**src/rtl/tilt_pkg.sv**
```systemverilog
// Shared widths, angle scaling and FSM encoding for the accelerometer tilt sequencer.
package tilt_pkg;

  localparam int ACC_W       = 16;
  localparam int CRD_W       = 24;
  localparam int ANGLE_90    = 11790;
  localparam int LSB_PER_DEG = 131;

  typedef enum logic [1:0] {
    ST_IDLE       = 2'd0,
    ST_ROLL_WAIT  = 2'd1,
    ST_PITCH_WAIT = 2'd2
  } tilt_state_e;

endpackage

```
**src/rtl/crd_req_timer.sv**
```systemverilog
// Per-request watchdog: counts cycles while a CORDIC request is outstanding and
// flags expiry when the TIMEOUT-th cycle passes with no completion.
module crd_req_timer #(
  parameter int TIMEOUT = 64
) (
  input  logic clk,
  input  logic rst_n,
  input  logic clr,
  input  logic en,
  output logic expired
);

  localparam int CW = $clog2(TIMEOUT + 1);
  localparam logic [CW-1:0] LAST = CW'(TIMEOUT - 1);

  logic [CW-1:0] cnt_q, cnt_d;

  always_comb begin
    cnt_d = cnt_q;
    if (clr)
      cnt_d = '0;
    else if (en && cnt_q != LAST)
      cnt_d = cnt_q + 1'b1;
  end

  always_ff @(posedge clk or negedge rst_n) begin
    if (!rst_n) cnt_q <= '0;
    else        cnt_q <= cnt_d;
  end

  // The owner leaves the wait state on this pulse, so the count never needs to wrap.
  assign expired = en && !clr && (cnt_q == LAST);

endmodule

```
**src/rtl/accel_tilt_seq.sv**
```systemverilog
// Accelerometer tilt sequencer: chains roll = atan2(ay,az) and
// pitch = atan2(-ax, |(ay,az)|) through one CORDIC vectoring unit.
// Build option ACCEL_TILT_FAULT_EN adds the registered tilt_fault limit flag.
module accel_tilt_seq #(
  parameter int ACC_W      = tilt_pkg::ACC_W,
  parameter int CRD_W      = tilt_pkg::CRD_W,
  parameter int TIMEOUT    = 64,
  parameter int TILT_LIMIT = 5240
) (
  input  logic             clk,
  input  logic             rst_n,
  input  logic [ACC_W-1:0] acc_x,
  input  logic [ACC_W-1:0] acc_y,
  input  logic [ACC_W-1:0] acc_z,
  input  logic             acc_valid,
  output logic [CRD_W-1:0] crd_x,
  output logic [CRD_W-1:0] crd_y,
  output logic             crd_start,
  input  logic             crd_done,
  input  logic [CRD_W-1:0] crd_angle,
  input  logic [CRD_W-1:0] crd_magnitude,
  output logic [15:0]      roll,
  output logic [15:0]      pitch,
  output logic             tilt_valid,
  output logic             busy,
  output logic             crd_err,
  output logic [7:0]       overrun_cnt,
  output logic             tilt_fault
);

  import tilt_pkg::*;

  tilt_state_e      state_q, state_d;
  logic [ACC_W-1:0] ax_q, ax_d;
  logic [CRD_W-1:0] crd_x_q, crd_x_d;
  logic [CRD_W-1:0] crd_y_q, crd_y_d;
  logic             crd_start_q, crd_start_d;
  logic [15:0]      roll_q, roll_d;
  logic [15:0]      pitch_q, pitch_d;
  logic             tilt_valid_q, tilt_valid_d;
  logic             crd_err_q, crd_err_d;
  logic [7:0]       ovr_q, ovr_d;

  logic             tmr_clr, tmr_en, tmr_expired;
  logic [CRD_W-1:0] ay_ext, az_ext, ax_ext;
  logic [15:0]      angle_lo;
  logic             unused_angle_hi;

  assign ay_ext   = {{(CRD_W-ACC_W){acc_y[ACC_W-1]}}, acc_y};
  assign az_ext   = {{(CRD_W-ACC_W){acc_z[ACC_W-1]}}, acc_z};
  assign ax_ext   = {{(CRD_W-ACC_W){ax_q[ACC_W-1]}}, ax_q};
  assign angle_lo = crd_angle[15:0];
  // Angles never exceed +/-11790, so the upper result bits carry no information.
  assign unused_angle_hi = ^crd_angle[CRD_W-1:16];

  assign tmr_en = (state_q != ST_IDLE);

  crd_req_timer #(.TIMEOUT(TIMEOUT)) u_timer (
    .clk     (clk),
    .rst_n   (rst_n),
    .clr     (tmr_clr),
    .en      (tmr_en),
    .expired (tmr_expired)
  );

  always_comb begin
    state_d      = state_q;
    ax_d         = ax_q;
    crd_x_d      = crd_x_q;
    crd_y_d      = crd_y_q;
    crd_start_d  = 1'b0;
    roll_d       = roll_q;
    pitch_d      = pitch_q;
    tilt_valid_d = 1'b0;
    crd_err_d    = 1'b0;
    ovr_d        = ovr_q;
    tmr_clr      = 1'b0;

    // A sample arriving while any request is outstanding is dropped and counted.
    if (acc_valid && state_q != ST_IDLE && ovr_q != 8'hFF)
      ovr_d = ovr_q + 8'd1;

    case (state_q)
      ST_IDLE: begin
        if (acc_valid) begin
          ax_d        = acc_x;
          crd_x_d     = az_ext;
          crd_y_d     = ay_ext;
          crd_start_d = 1'b1;
          tmr_clr     = 1'b1;
          state_d     = ST_ROLL_WAIT;
        end
      end
      ST_ROLL_WAIT: begin
        if (crd_done) begin
          roll_d      = angle_lo;
          crd_x_d     = crd_magnitude;
          // Negating at full CRD_W keeps -32768 representable as +32768.
          crd_y_d     = -ax_ext;
          crd_start_d = 1'b1;
          tmr_clr     = 1'b1;
          state_d     = ST_PITCH_WAIT;
        end else if (tmr_expired) begin
          crd_err_d = 1'b1;
          state_d   = ST_IDLE;
        end
      end
      ST_PITCH_WAIT: begin
        if (crd_done) begin
          pitch_d      = angle_lo;
          tilt_valid_d = 1'b1;
          state_d      = ST_IDLE;
        end else if (tmr_expired) begin
          crd_err_d = 1'b1;
          state_d   = ST_IDLE;
        end
      end
      default: state_d = ST_IDLE;
    endcase
  end

  always_ff @(posedge clk or negedge rst_n) begin
    if (!rst_n) begin
      state_q      <= ST_IDLE;
      ax_q         <= '0;
      crd_x_q      <= '0;
      crd_y_q      <= '0;
      crd_start_q  <= 1'b0;
      roll_q       <= '0;
      pitch_q      <= '0;
      tilt_valid_q <= 1'b0;
      crd_err_q    <= 1'b0;
      ovr_q        <= '0;
    end else begin
      state_q      <= state_d;
      ax_q         <= ax_d;
      crd_x_q      <= crd_x_d;
      crd_y_q      <= crd_y_d;
      crd_start_q  <= crd_start_d;
      roll_q       <= roll_d;
      pitch_q      <= pitch_d;
      tilt_valid_q <= tilt_valid_d;
      crd_err_q    <= crd_err_d;
      ovr_q        <= ovr_d;
    end
  end

`ifdef ACCEL_TILT_FAULT_EN
  logic fault_q, fault_d;

  function automatic logic over_limit(input logic signed [15:0] a);
    return (a > TILT_LIMIT) || (a < -TILT_LIMIT);
  endfunction

  // Evaluated against the stored roll and the incoming pitch so it lands with tilt_valid.
  always_comb begin
    fault_d = fault_q;
    if (state_q == ST_PITCH_WAIT && crd_done)
      fault_d = over_limit(roll_q) || over_limit(angle_lo);
  end

  always_ff @(posedge clk or negedge rst_n) begin
    if (!rst_n) fault_q <= 1'b0;
    else        fault_q <= fault_d;
  end

  assign tilt_fault = fault_q;
`else
  assign tilt_fault = 1'b0;
`endif

  assign crd_x       = crd_x_q;
  assign crd_y       = crd_y_q;
  assign crd_start   = crd_start_q;
  assign roll        = roll_q;
  assign pitch       = pitch_q;
  assign tilt_valid  = tilt_valid_q;
  assign crd_err     = crd_err_q;
  assign overrun_cnt = ovr_q;
  assign busy        = (state_q != ST_IDLE);

endmodule

```
**config.mk**
```make
export PLATFORM = sky130hd
export DESIGN_NAME = accel_tilt_seq
export DESIGN_NICKNAME = d
export VERILOG_FILES = /design/src/rtl/tilt_pkg.sv /design/src/rtl/crd_req_timer.sv /design/src/rtl/accel_tilt_seq.sv
export SDC_FILE = /design/constraint.sdc
export NUM_CORES = 1
export LEC_CHECK = 0
export CAP_MARGIN = 20
export CORE_MARGIN = 4
export CORE_UTILIZATION = 45
export CTS_CLUSTER_DIAMETER = 40
export CTS_CLUSTER_SIZE = 28
export DETAILED_ROUTE_END_ITERATION = 7
export PLACE_DENSITY = 0.81
export SETUP_SLACK_MARGIN = 0.2
export SYNTH_ARGS = -nofsm -noshare
export SYNTH_HDL_FRONTEND = slang
export SYNTH_SLANG_ARGS = --single-unit
export TNS_END_PERCENT = 50
```
**constraint.sdc**
```tcl
create_clock -name clk -period 2 [get_ports clk]
set_input_delay 0.4 -clock clk [delete_from_list [all_inputs] [get_ports clk]]
set_output_delay 0.4 -clock clk [all_outputs]
set_load 0.05 [all_outputs]
```
==> reports/results.ini <==
[timing]
hold_viol_final = 0
post-route-min-period_ns = 1.95
rsz0062_at_grt = true
relSlewSlack = 0.619
fmax_ghz = 0.514
finClkSkew_ns = 0.00621
slew_viol_final = 0
tns_ns = 0
setup_viol = 0
worst_slack_ns = 0.0548
fin_crit_sh = 0.973
worst_slew_pin_slew_ns = 0.570

[floorplan]
io_pins = 193
dieWidth_um = 115
die_area_mm2 = 0.0133
die_h_um = 115
initial_core_util = 0.470
num_rows = 38
core_area_mm2 = 0.0110

[layout]
seqCellArea_mm2 = 0.00291
multi_input_area_mm2 = 0.00223
fill_cells = 785
nets = 752
area_growth_pct = 54.1
diodes = 0
drive_gt1_frac = 0.198

[yosys]
ys_seq_area_frac = 0.560
synth_fp_nets = 548
yosys.area.top_type_share = 0.560
syn_area_mm2 = 0.00518
ys_top_cells_by_area = dfrtp_1, mux2_2, mux2i_1
synth_edf_count = 0
ys_ff_latch = 116
avgSynthCellArea_um2 = 11.8
netlist_instances = 440
yosysWarnings = 0
ys_async_sr_fraction = 1.00
yosysTopAreaCell = dfrtp_1
yosysUniqueCellTypes = 48
synthFlopType = dfrtp_1

[grt]
gr-usage-all-layers = 0.212
grt_pass1_vias = 4365
grt_first_pass_wirelength_um = 21900
grt_max_degree = 75
overflow = 0
antenna_found_initial = 0

[hold_path]
hp-class = flop to flop

[power]
pwr-share-clk = 0.201
pwr-share-seq = 0.268
p_int_w = 0.00849
netSwitchingPower_w = 0.00720
powerDensity_mw_per_mm2 = 1960
combPwrFrac = 0.530
p_sw_frac = 0.459
vdd_drop_max_v = 0.00120
leakagePower_nw = 3.68

[clock_network]
path_clk_slew_ns = 0.05
clkLatencyLatePin_ns = 0.41
cts-root-buf = clkbuf_16
cts_tree = built
cts_buffers = 17
ctsHtreeMaxLevel = 4
clk_path_buf_depth = 2
clkSinkCount = 116

[route]
drt-initial-drc-count = 225
vias = 4152
via_per_inst = 5.22
drt.antenna.violating_nets = 0
drc_errors = 0
detail_route.wl_per_cell_um = 17.3
firstDrtPassIters = 5
wirelength_um = 13800

[run_status]
status = finished clean

[job]
drv_cap = 0

[critical_path]
cpPeakStageDelay_ns = 0.80
critical_path_buf_inv_count = 1
cp.arrival_ns = 1.55
required_ns = 1.60
worstSetupPathType = flop to primary output
cp-start-kind = flop
end_kind = primary output
cp_slowest_cell = clkdlybuf4s50_1
reg2reg_slack_ns = 0.22
crit_chain = clkdlybuf4s50_1
cp_top_family = buffers and inverters
crit_fanout = 2

[place]
place_congestion = 0.806
port_buffers = 183
dpl.hpwl_um = 10000
pre_cts_ws_ns = 0.0137

## power by group through the flow
| stage | combinational (W) | clock [W] | sequential [W] |
|---|---|---|---|
| finish | 0.00832 | 0.00316 | 0.00421 |
| CTS | 0.00819 | 0.00321 | 0.00422 |
| floorplan | 0.00265 | 0 | 0.00720 |
| global route | 0.00887 | 0.00334 | 0.00437 |
| detailed placement | 0.00855 | 0 | 0.00426 |
| global placement | 0.00837 | 0 | 0.00418 |
## path summary, 6_finish.rpt
check,to,cells past startpoint,startpoint
setup / recovery,crd_x[11],1,crd_x[11]
hold / removal,crd_x[12],2,crd_x[12]
setup reg to reg,crd_x[15],6,state_q[1]
hold reg to reg,crd_x[12],2,crd_x[12]
max in group asynchronous,ax_q[7],3,rst_n
min in group asynchronous,overrun_cnt[2],3,rst_n
## cell type report
cell class                      count  area share
Multi-Input combinational cell    293       0.280
Timing Repair Buffer              204       0.252
Tap cell                          140      0.0219
Clock inverter                     10      0.0194
Sequential cell                   116       0.364
Clock buffer                       21      0.0576
Inverter                           12     0.00564
## cell usage after synthesis (7+ instances only)
library cell,number
buf_2,10
a21oi_1,16
mux2_2,49
inv_1,12
nor2_1,23
xnor2_1,9
nand2_1,42
dfrtp_1,116
mux2i_1,27
o21ai_1,13
o21a_1,9
xor2_1,14
o21ai_0,34
ha_1,8
nand3_1,7
## metal layers
metal	part of all wire	wire length [um]	vias to the layer above	track usage
met3	0.11	1550	37	0.0863
met4	0.031	422	0	0.0837
met5	0	0	-	0
li1	-	-	1943	-
met2	0.48	6610	193	0.355
met1	0.38	5200	1979	0.242
## registers in the layout, indices dropped and copies added (netlist names)
| register | flops |
|---|---|
| crd_x | 24 |
| crd_y | 24 |
| ax_q | 16 |
| pitch | 16 |
| roll | 16 |
| overrun_cnt | 8 |
| u_timer.cnt_q | 7 |
| state_q | 2 |
| crd_err | 1 |
| crd_start | 1 |
| tilt_valid | 1 |
## logic make-up (layout without fill, tap and decap cells)
| kind of cell | Yosys count | count (layout) | synth area share |
|---|---|---|---|
| buffers and inverters | 31 | 247 | 0.0263 |
| adder cells (fa/ha/maj) | 8 | 8 | 0.0193 |
| AO/OA/AOI/OAI | 84 | 84 | 0.0954 |
| multiplexers | 76 | 76 | 0.159 |
| AND/OR/NAND/NOR | 101 | 101 | 0.101 |
| XOR/XNOR | 23 | 23 | 0.0389 |
| flip-flops | 116 | 116 | 0.560 |
| other | 1 | 1 | 0.000724 |
## what timing repair did
action                                  in CTS  in global routing
endpoints found under the setup margin     130                102
hold buffers                                 1                  0
buffers inserted                             0                  5
endpoints found under the hold margin       42                  0
resized for setup                           68                 34
pin swaps                                    0                  5
## metrics by stage
stage	instances	area (um2)	hold WS (ns)	total power [W]	utilization
2_1_floorplan	440	5180	0.104	0.00984	-
3_3_place_gp	759	7270	0.398	0.0125	0.659
3_5_place_dp	759	7270	0.404	0.0128	0.659
4_1_cts	791	7830	0.478	0.0156	0.710
5_1_grt	796	7990	0.502	0.0166	0.724
6_report	796	7990	0.480	0.0157	0.724
## placed cells by master, fill, tap and decap left out, drive strengths merged, types with 2 or more instances in the layout
cell type	instances
nor2	23
clkbuf	21
clkinvlp	2
mux2	49
nand4	4
o21bai	2
nor2b	3
o21a	9
bufinv	4
nand2	42
a21oi	16
o31ai	2
buf	27
ha	8
nand4b	2
xor2	14
dlygate4sd2	64
nand2b	2
o21ai	49
clkinv	4
nor3b	2
dfrtp	116
clkdlybuf4s50	98
inv	12
nand3	7
mux2i	27
dlymetal6s2s	14
xnor2	9
nor3	8
Note: power is estimated with default switching activity, not from simulation.
